### src/rtl/gamepad_spi_tx.sv
// SPI mode-0 master that sends a 24-bit gamepad frame {4'hA, pad, 4'h0, buttons}, MSB first.
// Optional GAMEPAD_SPI_TX_AUTO_EN: also start a frame when pad_btn differs from the last value sent.
module gamepad_spi_tx #(
    parameter int unsigned CLK_DIV   = 4,
    parameter int unsigned CSN_IDLE  = 8,
    parameter int unsigned PAD_INDEX = 0
) (
    input  logic        clk,
    input  logic        reset,
    input  logic [11:0] pad_btn,
    input  logic        send,
    output logic        ready,
    output logic        done,
    output logic        spi_csn,
    output logic        spi_clk,
    output logic        spi_mosi
);

    typedef enum logic [2:0] {
        IDLE,
        LEAD,
        SHIFT,
        TRAIL,
        GAP
    } state_t;

    localparam logic [7:0] PHASE_RELOAD = 8'(CLK_DIV - 1);
    localparam logic [7:0] GAP_RELOAD   = 8'(CSN_IDLE - 1);
    localparam logic [3:0] PAD_ID       = 4'(PAD_INDEX);

    state_t      state_q, state_d;
    logic [7:0]  phase_q, phase_d;
    logic [4:0]  bit_q, bit_d;
    logic        high_q, high_d;
    logic [23:0] shreg_q, shreg_d;
    logic        csn_d, sclk_d, mosi_d, done_d;
    logic        trigger;
    logic        accept;

`ifdef GAMEPAD_SPI_TX_AUTO_EN
    logic [11:0] last_sent;

    always_ff @(posedge clk) begin
        if (reset) begin
            last_sent <= 12'h000;
        end else if (accept) begin
            last_sent <= pad_btn;
        end
    end

    assign trigger = send || (pad_btn != last_sent);
`else
    assign trigger = send;
`endif

    assign ready  = (state_q == IDLE);
    assign accept = trigger && ready;

    // State register; the pins are registered copies of the decoded next state.
    always_ff @(posedge clk) begin
        if (reset) begin
            state_q  <= IDLE;
            phase_q  <= 8'd0;
            bit_q    <= 5'd0;
            high_q   <= 1'b0;
            shreg_q  <= 24'd0;
            spi_csn  <= 1'b1;
            spi_clk  <= 1'b0;
            spi_mosi <= 1'b0;
            done     <= 1'b0;
        end else begin
            // NOTE: every clocked assignment is non-blocking so all registers see pre-edge values.
            state_q  <= state_d;
            phase_q  <= phase_d;
            bit_q    <= bit_d;
            high_q   <= high_d;
            shreg_q  <= shreg_d;
            spi_csn  <= csn_d;
            spi_clk  <= sclk_d;
            spi_mosi <= mosi_d;
            done     <= done_d;
        end
    end

    always_comb begin
        // NOTE: defaults first so no path through this block can infer a latch.
        state_d = state_q;
        phase_d = phase_q;
        bit_d   = bit_q;
        high_d  = high_q;
        shreg_d = shreg_q;
        unique case (state_q)
            IDLE: begin
                if (accept) begin
                    state_d = LEAD;
                    phase_d = PHASE_RELOAD;
                    bit_d   = 5'd23;
                    high_d  = 1'b0;
                    shreg_d = {4'hA, PAD_ID, 4'h0, pad_btn};
                end
            end
            LEAD: begin
                if (phase_q == 8'd0) begin
                    state_d = SHIFT;
                    phase_d = PHASE_RELOAD;
                    high_d  = 1'b1;
                end else begin
                    phase_d = phase_q - 8'd1;
                end
            end
            SHIFT: begin
                if (phase_q != 8'd0) begin
                    phase_d = phase_q - 8'd1;
                end else if (high_q) begin
                    // Falling edge of spi_clk: present the next bit.
                    high_d  = 1'b0;
                    phase_d = PHASE_RELOAD;
                    shreg_d = {shreg_q[22:0], 1'b0};
                end else if (bit_q == 5'd0) begin
                    state_d = TRAIL;
                    phase_d = PHASE_RELOAD;
                end else begin
                    bit_d   = bit_q - 5'd1;
                    high_d  = 1'b1;
                    phase_d = PHASE_RELOAD;
                end
            end
            TRAIL: begin
                if (phase_q == 8'd0) begin
                    state_d = GAP;
                    phase_d = GAP_RELOAD;
                end else begin
                    phase_d = phase_q - 8'd1;
                end
            end
            GAP: begin
                if (phase_q == 8'd0) begin
                    state_d = IDLE;
                end else begin
                    phase_d = phase_q - 8'd1;
                end
            end
            default: state_d = IDLE;
        endcase
    end

    always_comb begin
        csn_d  = !(state_d inside {LEAD, SHIFT, TRAIL});
        sclk_d = (state_d == SHIFT) && high_d;
        mosi_d = csn_d ? 1'b0 : shreg_d[23];
        done_d = (state_q == TRAIL) && (state_d == GAP);
    end

endmodule

### config.mk
export PLATFORM = sky130hd
export DESIGN_NAME = gamepad_spi_tx
export DESIGN_NICKNAME = d
export VERILOG_FILES = /design/src/rtl/gamepad_spi_tx.sv
export SDC_FILE = /design/constraint.sdc
export NUM_CORES = 1
export LEC_CHECK = 0
export BUFFER_PORTS_ARGS = -buffer_cell sky130_fd_sc_hd__buf_2
export CAP_MARGIN = 10
export CORE_ASPECT_RATIO = 0.8
export CORE_MARGIN = 2
export CORE_UTILIZATION = 35
export DETAILED_ROUTE_END_ITERATION = 6
export HOLD_SLACK_MARGIN = 0.12
export MAX_ROUTING_LAYER = met4
export PLACE_DENSITY = 0.52
export SLEW_MARGIN = 0
export SYNTH_ARGS = -nofsm -noshare
export SYNTH_HDL_FRONTEND = slang
export SYNTH_SLANG_ARGS = --single-unit
### constraint.sdc
create_clock -name clk -period 4.1 [get_ports clk]
set_input_delay 0 -clock clk [delete_from_list [all_inputs] [get_ports clk]]
set_output_delay 0 -clock clk [all_outputs]
set_load 0.01 [all_outputs]
==> run metrics <==
clk_skew 0.00838 ns; mapped cell area between 0.002 and 0.0025 mm2; CP Launch Type flop; Ports 20; Detailed Route WL 4490 um; mux share of post-synthesis cell area 0%; Inserted Diodes 0; vias 1762; Num CTS Buffers 5; register area 901 um2; post-layout util 43.3%; RSZ-0062 raised after global routing no; Syn. warnings 0; Final GP Congestion between 0.8 and 0.9; crit path time final 2.59 ns; outcome completed; largest net degree at the start of global routing 40; nets@finish 286; # rows 24; Post-synth top cells dfxtp_1, nand2_1, a21oi_1, nor2_1, nand3_1; leading area contributor after synthesis dfxtp_1; TritonRoute pass-1 iters 4; worst min-delay path class input pin to flop; top-count cell post-synth dfxtp_1; CTS tree done; DRC viols 0; global-route wire length before repair 7790 um; Worst Path Arrival 2.74 ns; Slew headroom 40.9%; CP Class flop to flop; post-synthesis sequential area ratio 43.9%; achievable clock frequency 0.387 GHz; largest family of logic cells by synthesized area simple AND/OR/NAND/NOR gates; final worst slack ~1.5 ns; Syn Inst Count about 250; Pins Over Slew Limit 0; gr usage total 15.7%; Synth Register Bits 45; P&R area growth vs syn 17.3%; WHS approximately 0.23 ns; DR WL/cell between 10 and 15 um; final setup vio count 0; Mapped Nets 263; Unique masters post-synth 44; fin crit share 63.1%; PortBufs 19; dominant synthesized flop cell dfxtp_1; drt initial violations approximately 110; clock-pin slew on the worst setup and hold paths ~0.080 ns; clock sinks 45; layout cells sized above 1 14.9%; vias in the first global route 1616; synthesized-area fraction occupied by xor and xnor cells about 3.8%; Static Leak 0.881 nW; top post-synthesis cells by area dfxtp_1, a21oi_1, nand2_1; initial antenna violation count 0; share of the synthesized area in the top cell type 43.9%; vias per inst 5.09; area of the die between 0.006 and 0.007 mm2; die height 72.5 um; number of routed nets with antenna violations 0; grt ovf 0; total power 1.20 mW; CP Data Required Time 4.26 ns; Initial Utilization a little under two fifths; PostCTS Resize Cnt 0; die width around 90 um; CTS max path bufs 2; Worst Setup End Kind flop; Post-synth EDFFs 0; post-synthesis adder-cell area fraction 1.83%; total core area 0.00556 mm2; Clock Latency Late Sink slightly below 0.3 ns; CTS H-tree lvls 2; cts hold-fix bufs 12; power density cells 500 mW/mm2; CTS root buf clkbuf_8; Mapped Avg Cell Area 8.38 um2; ys async rst share 0%; Final HPWL DP about 2900 um; Post-CTS Setup Inserts 0; Final TNS setup 0 ns; max cap viols 0; largest fanout on the critical path 14; Synth Area in Simple Gates 26.8%; Fillers 561; Max VDD drop between 0.2 and 0.3 mV; multi-input logic area 0.00106 mm2; pre-CTS setup slack 1.62 ns; Final Hold Viols 0; Slew @ Worst Pin 0.874 ns; Compound-Gate Fraction of Synth Area 19.0%
## final cells by class
cell class | instances | area share [%]
Clock buffer | 5 | 2.86
Clock inverter | 2 | 1.46
Inverter | 7 | 1.09
Multi-Input combinational cell | 177 | 43.9
Sequential cell | 45 | 37.4
Tap cell | 78 | 4.05
Timing Repair Buffer | 32 | 9.25
## kinds of logic after synthesis
group	after synthesis
DFF	45
and+or+nand+nor	103
xor gates and xnor gates	9
adders and majority gates	3
buffers and inverters	23
AOI/OAI and AO/OA	62
## layer usage
layer / track usage (%) / share of wire [%]
met1: 23.7 / 52
met2: 20.8 / 43
met3: 3.41 / 4.4
met4: 4.48 / 0.76
met5: - / 0
## cell usage in the layout, fill, tap and decap left out, types with 3 or more instances in the layout
master | Yosys | final
dfxtp_1 | 45 | 45
nand2_1 | 31 | 31
a21oi_1 | 30 | 30
buf_2 | 4 | 19
nor2_1 | 17 | 17
nand3_1 | 15 | 15
nor3_1 | 12 | 12
dlygate4sd3_1 | 0 | 12
a22oi_1 | 11 | 11
xor2_1 | 8 | 8
inv_1 | 7 | 7
o21ai_0 | 7 | 7
clkbuf_8 | 0 | 5
nor2b_1 | 3 | 3
a31oi_1 | 3 | 3
ha_1 | 3 | 3
## sequential cells by signal, indices dropped and copies added, names as in the netlist
signal,cells
bit_q,5
spi_clk,1
phase_q,8
high_q,1
state_q,3
spi_mosi,1
done,1
spi_csn,1
shreg_q,24
## per-stage QoR
step                instance area (um2)  std cells
finish                             2410        346
global route                       2410        346
CTS                                2410        346
detailed placement                 2180        327
global placement                   2180        327
floorplan                          2050        245
## final timing paths
kind                            depth (start not counted)     endpoint        start  slack, ns
worst min-delay path                                    4      spi_csn         send       0.23
worst max-delay path                                    4     spi_mosi   state_q[1]       1.51
worst min register to register                          2  shreg_q[13]  shreg_q[12]       0.45
worst max register to register                          4     spi_mosi   state_q[1]       1.51
## power breakdown
part	leakage, nW	switching, mW	internal [mW]
registers	0.368	0.0517	0.489
logic	0.459	0.204	0.140
clock network	0.0540	0.142	0.177
total	0.881	0.398	0.806
## critical path, cell delays in order, from the launching register on
cell	delay, ns
dfxtp_1	0.57
nor3b_1	0.55
nand4_1	0.62
nor4_1	0.59
nor3_1	0.12
Note: power is estimated with default switching activity, not from simulation.
